`config.mk`:
```
export PLATFORM = sky130hd
export DESIGN_NAME = edge_detect_mc
export DESIGN_NICKNAME = d
export VERILOG_FILES = /design/src/rtl/edge_detect_pkg.sv /design/src/rtl/edge_chan.sv /design/src/rtl/edge_detect_mc.sv
export SDC_FILE = /design/constraint.sdc
export NUM_CORES = 1
export LEC_CHECK = 0
export ABC_AREA = 1
export CORE_ASPECT_RATIO = 2
export CORE_UTILIZATION = 40
export DETAILED_ROUTE_END_ITERATION = 8
export SETUP_SLACK_MARGIN = 0.4
export SYNTH_ARGS = -nofsm -noshare
export SYNTH_HDL_FRONTEND = slang
export SYNTH_SLANG_ARGS = --single-unit
export TNS_END_PERCENT = 30
```
`constraint.sdc`:
```
create_clock -name clk -period 1.5 [get_ports clk]
set_input_delay 0.45 -clock clk [delete_from_list [all_inputs] [get_ports clk]]
set_output_delay 0.45 -clock clk [all_outputs]
set_load 0.005 [all_outputs]
```
`src/rtl/edge_detect_pkg.sv`:
```
// Shared definitions for the multi-channel edge detector: the per-channel
// edge-select encoding and the width of the pulse-stretch down-counter.
package edge_detect_pkg;

  // Per-channel edge select, two bits per channel on the mode bus.
  typedef enum logic [1:0] {
    MODE_OFF  = 2'b00,
    MODE_RISE = 2'b01,
    MODE_FALL = 2'b10,
    MODE_BOTH = 2'b11
  } mode_t;

  // STRETCH is limited to 1..255, so an 8-bit down-counter always holds it.
  localparam int STRETCH_W = 8;

endpackage

```
`src/rtl/edge_chan.sv`:
```
// One channel of the edge detector: synchroniser chain, history flop,
// raw edge strobes, mode qualification, pulse stretcher, sticky flag and
// saturating event counter.
module edge_chan
  import edge_detect_pkg::*;
#(
  parameter int SYNC_STAGES = 2,
  parameter int CNT_W       = 8,
  parameter int STRETCH     = 1
) (
  input  logic             clk,
  input  logic             rstn,
  input  logic             sig_in,
  input  mode_t            mode,
  input  logic             clr,
  output logic             sync_out,
  output logic             p_pulse,
  output logic             n_pulse,
  output logic             evt_pulse,
  output logic             evt_flag,
  output logic [CNT_W-1:0] evt_cnt
);

  localparam logic [STRETCH_W-1:0] STRETCH_LOAD = STRETCH_W'(STRETCH);
  localparam logic [CNT_W-1:0]     CNT_MAX      = {CNT_W{1'b1}};

  logic [SYNC_STAGES-1:0] sync_reg;
  logic                   hist_reg;
  logic [STRETCH_W-1:0]   stretch_reg;
  logic [STRETCH_W-1:0]   stretch_next;
  logic                   flag_reg;
  logic                   flag_next;
  logic [CNT_W-1:0]       cnt_reg;
  logic [CNT_W-1:0]       cnt_next;
  logic                   qual_evt;

  // Shift the asynchronous input through the synchroniser chain.
  always_ff @(posedge clk or negedge rstn) begin
    if (!rstn) begin
      sync_reg <= '0;
    end else begin
      sync_reg <= {sync_reg[SYNC_STAGES-2:0], sig_in};
    end
  end

  assign sync_out = sync_reg[SYNC_STAGES-1];

  // History flop: previous synchronised level; starts at 0 so a level held
  // high through reset release still yields one rising strobe.
  always_ff @(posedge clk or negedge rstn) begin
    if (!rstn) begin
      hist_reg <= 1'b0;
    end else begin
      hist_reg <= sync_out;
    end
  end

  assign p_pulse = sync_out & ~hist_reg;
  assign n_pulse = ~sync_out & hist_reg;

  // Qualify the raw strobes with the edge select of this channel.
  always_comb begin
    qual_evt = 1'b0;
    case (mode)
      MODE_RISE: qual_evt = p_pulse;
      MODE_FALL: qual_evt = n_pulse;
      MODE_BOTH: qual_evt = p_pulse | n_pulse;
      default:   qual_evt = 1'b0;
    endcase
  end

  // Next state for the stretcher, flag and counter; an event always wins
  // over clear so a coincident event is recorded as the first after clear.
  always_comb begin
    stretch_next = stretch_reg;
    flag_next    = flag_reg;
    cnt_next     = cnt_reg;
    if (qual_evt) begin
      stretch_next = STRETCH_LOAD;
    end else if (stretch_reg != '0) begin
      stretch_next = stretch_reg - 1'b1;
    end
    if (clr) begin
      flag_next = qual_evt;
      cnt_next  = qual_evt ? CNT_W'(1) : '0;
    end else if (qual_evt) begin
      flag_next = 1'b1;
      if (cnt_reg != CNT_MAX) begin
        cnt_next = cnt_reg + 1'b1;
      end
    end
  end

  // Register stretcher, flag and counter state.
  always_ff @(posedge clk or negedge rstn) begin
    if (!rstn) begin
      stretch_reg <= '0;
      flag_reg    <= 1'b0;
      cnt_reg     <= '0;
    end else begin
      stretch_reg <= stretch_next;
      flag_reg    <= flag_next;
      cnt_reg     <= cnt_next;
    end
  end

  assign evt_pulse = (stretch_reg != '0);
  assign evt_flag  = flag_reg;
  assign evt_cnt   = cnt_reg;

endmodule

```
`src/rtl/edge_detect_mc.sv`:
```
// Multi-channel edge detector top: one edge_chan per input channel and the
// OR of all sticky flags as the interrupt.
module edge_detect_mc
  import edge_detect_pkg::*;
#(
  parameter int CH          = 4,
  parameter int SYNC_STAGES = 2,
  parameter int CNT_W       = 8,
  parameter int STRETCH     = 1
) (
  input  logic                clk,
  input  logic                rstn,
  input  logic [CH-1:0]       sig_in,
  input  logic [2*CH-1:0]     mode,
  input  logic [CH-1:0]       clr,
  output logic [CH-1:0]       sync_out,
  output logic [CH-1:0]       p_pulse,
  output logic [CH-1:0]       n_pulse,
  output logic [CH-1:0]       evt_pulse,
  output logic [CH-1:0]       evt_flag,
  output logic [CH*CNT_W-1:0] evt_cnt,
  output logic                irq
);

  genvar gi;
  generate
    for (gi = 0; gi < CH; gi++) begin : g_chan
      edge_chan #(
        .SYNC_STAGES (SYNC_STAGES),
        .CNT_W       (CNT_W),
        .STRETCH     (STRETCH)
      ) u_chan (
        .clk       (clk),
        .rstn      (rstn),
        .sig_in    (sig_in[gi]),
        .mode      (mode_t'(mode[2*gi +: 2])),
        .clr       (clr[gi]),
        .sync_out  (sync_out[gi]),
        .p_pulse   (p_pulse[gi]),
        .n_pulse   (n_pulse[gi]),
        .evt_pulse (evt_pulse[gi]),
        .evt_flag  (evt_flag[gi]),
        .evt_cnt   (evt_cnt[gi*CNT_W +: CNT_W])
      );
    end
  endgenerate

  assign irq = |evt_flag;

endmodule
```
==> flow_metrics.env, run 1 <==
export IMPL_final_fill_count=963
export IMPL_wl_met3_um=382
export IMPL_initial_core_util=0.414
export IMPL_core_um2=11400
export IMPL_synth_area_top_cells="dfrtp_1 (42%), nand2_1 (12%), nand3_1 (7.1%)"
export IMPL_crit_type="flip-flop to primary output"
export IMPL_path_buf_inv=3
export IMPL_drcViolationCount=0
export IMPL_grtUsageTotal=0.213
export IMPL_slew_violations=0
export IMPL_violations="setup timing"
export IMPL_yosys_area_top_type="dfrtp_1"
export IMPL_rows=55
export IMPL_finalCriticalPeriod_ns=1.75
export IMPL_grt_pass1_wl_um=20800
export IMPL_clk_path_buf_depth=2
export IMPL_rsz0062_at_grt="true"
export IMPL_synthesis_nets=658
export IMPL_antenna_found_initial=0
export IMPL_clock_tree_root_cell="clkbuf_16"
export IMPL_power_density_nw_per_um2=1300
export IMPL_peakVddDrop_mv=0.686
export IMPL_avgRoutedWirePerCell_um=13.5
export IMPL_finClkSkew_ns=0.00607
export IMPL_ys_warnings_count=0
export IMPL_post_drt_via_cell_ratio=4.91
export IMPL_wl_met1_um=4650
export IMPL_outcome="finished, violations left"
export IMPL_drv_cap=0
export IMPL_required_ns=1.05
export IMPL_synth_edf_count=0
export IMPL_worstPathCellList="inv_2 -> ha_4 -> nand3_4 -> nor2_4 -> inv_2 -> buf_2"
export IMPL_worstSkewPairLatency_ns=0.34
export IMPL_layout_nets=862
export IMPL_fmax_ghz=0.570
export IMPL_drive_gt1_frac=0.480
export IMPL_h_tree_depth=3
export IMPL_grt_pass1_vias=4906
export IMPL_dr_pass1_iters=4
export IMPL_slew_headroom=0.775
export IMPL_wl_met2_um=7760
export IMPL_synth_flop_cell="dfrtp_1"
export IMPL_finalCritPeriodShare=1.17
export IMPL_vias=4763
export IMPL_critPathCaptureType="primary output"
export IMPL_slowest_stage="dfrtp_1"
export IMPL_synthCells=620
export IMPL_dp_hpwl_um=8650
export IMPL_arrival_ns=1.30
export IMPL_synth_area_um2=4730
export IMPL_drt_total_wl_um=13100
export IMPL_finalHoldViolations=0
export IMPL_antenna_left=0
export IMPL_yosysSeqAreaShare=0.423
export IMPL_highest_layer="met4"
export IMPL_timing_hold_ws_ns=0.0104
export IMPL_synth_distinct_cells=28
export IMPL_leakagePower_uw=0.00384
export IMPL_io_buffers=70
export IMPL_grt_ovfl_total=0
export IMPL_dieWidth_um=78.9
export IMPL_numClockSinks=80
export IMPL_drt_iter0_drc=155
export IMPL_async_reset_ff_frac=1.00
export IMPL_worstSetupStartpointType="flip-flop"
export IMPL_die_area_um2=12300
export IMPL_slowest_delay_ns=0.39
export IMPL_ctsHoldBuffers=0
export IMPL_clkSlewWorstSetupHoldPaths_ns=0.06
export IMPL_syn_area_per_cell_um2=7.63
export IMPL_cts_tree="done"
export IMPL_postLayoutCoreUtil=0.672
export IMPL_tightest_slew_ns=0.337
export IMPL_cp_max_fo=2
export IMPL_setup_viol=35
export IMPL_grt_max_degree=29
export IMPL_io_pins=71
export IMPL_hold_path_class="input pin to async pin"
export IMPL_finalWorstSetupSlack_ns=-0.255
export IMPL_synth_seq_cells=80
export IMPL_gp_congestion=0.876
export IMPL_diodes=0
export IMPL_cp_top_family="flip-flops"
export IMPL_synth_top_cell_area_share=0.423
export IMPL_numCtsBuffers=9
export IMPL_die_y_um=156
export IMPL_area_growth_pct=62.3
export IMPL_crit_top_cell="inv_2"
-- per-layer routing --
metal  vias to the layer above  global-route usage
met5                         -                   0
met4                         0              0.0926
met3                        29              0.0310
met2                        97               0.432
met1                      2277               0.203
li1                       2360                   -
-- placed cells by master (no fill, tap or decap), types with 3 or more instances in the layout --
cell type          n
buf_4            117
nand2_1          112
dfrtp_1           78
inv_1             61
nor2_1            58
nand3_1           46
buf_6             43
buf_2             35
nand2_2           30
inv_2             22
o21ai_1           20
nand2_4           19
ha_4              17
o21ai_2           15
clkdlybuf4s50_1   15
nand3_4           13
nor2_2            11
nand3_2           11
xor2_1             9
clkbuf_16          9
nor2_4             8
nand4_1            7
nand2_8            6
o21ai_0            6
nor3_2             6
inv_4              5
a21oi_1            5
or2_2              4
o21bai_1           4
a21oi_2            4
o211ai_1           3
clkinv_2           3
-- Yosys cell counts (6+ instances only) --
master	instances
nand2_1	154
inv_1	87
nor3_1	9
xor2_1	11
nand4_1	7
a21oi_1	10
ha_1	20
nand3_1	67
o21ai_1	6
dfrtp_1	80
buf_4	20
o21ai_0	25
o21ai_2	10
nand2_2	9
nor2_1	70
-- report_power, final --
group	switching, uW	internal, uW
Combinational	2470	2260
Sequential	235	2590
Clock	913	1490
-- worst paths after layout --
path	from	endpoint	slack (ns)	cells after the start
setup / recovery	g_chan[0].u_chan.stretch_reg[1]	evt_pulse[0]	-0.25	6
hold / removal	rstn	g_chan[0].u_chan.hist_reg	0.01	1
setup reg to reg	g_chan[0].u_chan.sync_reg[1]	g_chan[0].u_chan.evt_cnt[7]	-0.07	8
hold reg to reg	g_chan[0].u_chan.sync_reg[0]	g_chan[0].u_chan.sync_reg[1]	0.35	0
max in group asynchronous	rstn	g_chan[1].u_chan.evt_cnt[0]	0.99	2
min in group clk	g_chan[0].u_chan.sync_reg[0]	g_chan[0].u_chan.sync_reg[1]	0.35	0
-- through the flow --
stage	instances	total power [uW]	TNS, ns	setup slack, ns	instance area (um^2)
global route	971	10600	-5.00	-0.333	7680
finish	971	9960	-2.67	-0.255	7680
CTS	950	9390	-2.31	-0.296	7040
floorplan	620	5100	0	0.0584	4880
global placement	898	6350	-11.27	-0.242	6240
detailed placement	898	6480	-12.55	-0.292	6240
-- cell families (layout without fill, tap and decap cells) --
logic type / after synthesis / in the layout / synth area share
buf+inv: 115 / 322 / 0.116
fa+ha+maj: 20 / 20 / 0.0529
xor+xnor: 11 / 11 / 0.0204
simple gates: 336 / 338 / 0.315
flops: 80 / 80 / 0.423
compound gates: 58 / 58 / 0.0730
-- worst register-to-register path, delay by kind of cell (launching register included) --
kind | cells | cell delay, ns
DFF | 1 | 0.40
and+or+nand+nor | 4 | 0.47
adders and majority gates | 1 | 0.27
buffers and inverters | 2 | 0.23
AOI/OAI and AO/OA | 1 | 0.08
-- timing repair --
item,4_1_cts,5_1_grt
gates cloned,0,2
pin swaps,47,63
buffers inserted,36,19
setup endpoints to repair,121,121
resized for setup,326,119
-- final cells by class --
| cell class | instances | area (um^2) | area share |
|---|---|---|---|
| multi-input combinational | 427 | 3050 | 0.398 |
| clock buffer | 10 | 239 | 0.0311 |
| sequential | 80 | 2000 | 0.261 |
| clock inverter | 6 | 82.6 | 0.0108 |
| inverter | 92 | 379 | 0.0494 |
| tap | 142 | 178 | 0.0231 |
| timing repair buffer | 214 | 1740 | 0.227 |
No activity file was read; power rests on OpenSTA's default activity.
==> run 2, diff against run 1 <==
CAP_MARGIN = 25   (was unset)
CORE_MARGIN = 4   (was unset)
SKIP_LAST_GASP = 1   (was unset)
==> run 2 against run 1 <==
The run still ends with setup timing left. Global-route usage shrank 2.6 points. Setup slack better by 0.028 ns. Cell count up 1.3%. Final area decreased by 1.3%. Combinational power down 2%. Critical path type unchanged.
==> flow_metrics.env, run 2 (synthesis gave the netlist of run 1 again) <==
export IMPL_grtUsageTotal=0.187
export IMPL_layout_commonest_cell="buf_4"
export IMPL_clk_path_buf_depth=2
export IMPL_cts_tree="done"
export IMPL_finalWorstSetupSlack_ns=-0.227
export IMPL_worstSetupStartpoint="g_chan[0].u_chan.stretch_reg[1]"
export IMPL_postLayoutCoreUtil=0.651
export IMPL_critPathCaptureType="primary output"
export IMPL_worstSkewPairLatency_ns=0.34
export IMPL_initial_core_util=0.407
export IMPL_power_density_nw_per_um2=1330
export IMPL_ctsHoldBuffers=0
export IMPL_diodes=0
export IMPL_grt_max_degree=81
export IMPL_grt_ovfl_total=0
export IMPL_dieWidth_um=84.9
export IMPL_arrival_ns=1.28
export IMPL_crit_type="flip-flop to primary output"
export IMPL_drv_cap=0
export IMPL_leakagePower_uw=0.00380
export IMPL_grt_pass1_vias=4971
export IMPL_drive_gt1_frac=0.440
export IMPL_dp_hpwl_um=8940
export IMPL_place_inst=903
export IMPL_area_growth_pct=60.1
export IMPL_violations="setup timing"
export IMPL_core_um2=11600
export IMPL_numClockSinks=80
export IMPL_finalHoldViolations=0
export IMPL_h_tree_depth=3
export IMPL_grt_pass1_wl_um=21000
export IMPL_finalCritPeriodShare=1.15
export IMPL_rsz0062_at_grt="true"
export IMPL_dr_pass1_iters=4
export IMPL_r2r_start="g_chan[2].u_chan.evt_cnt[0]"
export IMPL_io_buffers=70
export IMPL_gp_congestion=0.861
export IMPL_slew_headroom=0.694
export IMPL_die_y_um=162
export IMPL_final_cells=984
export IMPL_clkSlewWorstSetupHoldPaths_ns=0.06
export IMPL_final_cell_area_um2=7570
export IMPL_post_drt_via_cell_ratio=4.86
export IMPL_numCtsBuffers=9
export IMPL_setup_viol=28
export IMPL_outcome="finished, violations left"
export IMPL_rows=56
export IMPL_peakVddDrop_mv=0.758
export IMPL_finClkSkew_ns=0.00986
export IMPL_tightest_slew_ns=0.459
export IMPL_antenna_found_initial=0
export IMPL_layout_nets=872
export IMPL_slew_violations=0
export IMPL_fmax_ghz=0.579
export IMPL_post_place_ws_ns=-0.267
export IMPL_layout_common_cells="buf_4 (124), nand2_1 (121), dfrtp_1 (80)"
export IMPL_io_pins=71
export IMPL_drt_iter0_drc=116
export IMPL_drcViolationCount=0
export IMPL_drt_total_wl_um=13400
export IMPL_avgRoutedWirePerCell_um=13.7
export IMPL_clock_tree_root_cell="clkbuf_16"
export IMPL_worstSetupStartpointType="flip-flop"
export IMPL_hold_path_class="input pin to async pin"
export IMPL_finalCriticalPeriod_ns=1.73
export IMPL_antenna_left=0
export IMPL_cp_max_fo=2
export IMPL_die_area_um2=13700
export IMPL_vias=4784
export IMPL_post_dp_cell_area_um2=6240
export IMPL_required_ns=1.05
run 2: cell count changes in the layout (fill, tap and decap cells not counted), sizes merged:
| cell | delta |
|---|---|
| clkbuf | +9 |
| dlymetal6s2s | +1 |
| clkinvlp | -1 |
| clkdlybuf4s50 | +8 |
| dlygate4sd2 | -1 |
| clkdlybuf4s15 | +1 |
| buf | -8 |
| bufinv | +1 |
| nand2 | +1 |
| clkinv | -2 |
| inv | +1 |
run 2: worst paths after layout:
| check | to | slack (ns) | cells past startpoint |
|---|---|---|---|
| worst min-delay path | g_chan[0].u_chan.stretch_reg[0] | 0.11 | 2 |
| worst min register to register | g_chan[1].u_chan.sync_reg[1] | 0.35 | 0 |
| min in group clk | g_chan[1].u_chan.sync_reg[1] | 0.35 | 0 |
| worst max register to register | g_chan[2].u_chan.evt_cnt[7] | -0.02 | 8 |
| max in group asynchronous | g_chan[0].u_chan.stretch_reg[4] | 1.00 | 2 |
| worst max-delay path | evt_pulse[0] | -0.23 | 6 |
run 2: metal layers:
metal  vias up  part of all wire  track usage
met2       107              0.58        0.371
met5         -                 0            0
li1       2374                 -            -
met1      2268              0.35        0.177
met3        35             0.036       0.0330
met4         0             0.037       0.0915
run 2: critical path, stage by stage, from the launching register on:
cell	delay [ns]
dfrtp_1	0.39
inv_2	0.08
ha_4	0.14
nand3_4	0.08
nor2_4	0.10
inv_2	0.05
buf_6	0.10
run 2: final cells by class:
type	count	area, um^2
well taps	145	181
clock inverters	5	103
flip-flops and latches	80	2000
clock buffers	11	253
fillers	1001	4060
multi-input cells	428	2830
repair buffers	223	1840
inverters	92	358
run 2: timing repair:
action,CTS,global route
setup buffers,37,25
pin swaps,12,38
setup endpoints to repair,121,121
cloned,0,3
resized for setup,182,153
run 2: where the power goes:
part / internal, uW / leakage, uW / switching, uW
Clock: 1710 / 0.000172 / 889
Sequential: 2590 / 0.00103 / 236
Combinational: 2280 / 0.00259 / 2360
Total: 6590 / 0.00380 / 3490
run 2: stage by stage:
step	hold slack [ns]	TNS (ns)	total power, uW
after global routing	0.169	-5.83	10800
after CTS	0.149	-7.76	9480
after detailed placement	0.336	-12.91	6500
after floorplan	0.154	0	5100
final	0.111	-2.58	10100
after global placement	0.334	-11.11	6400
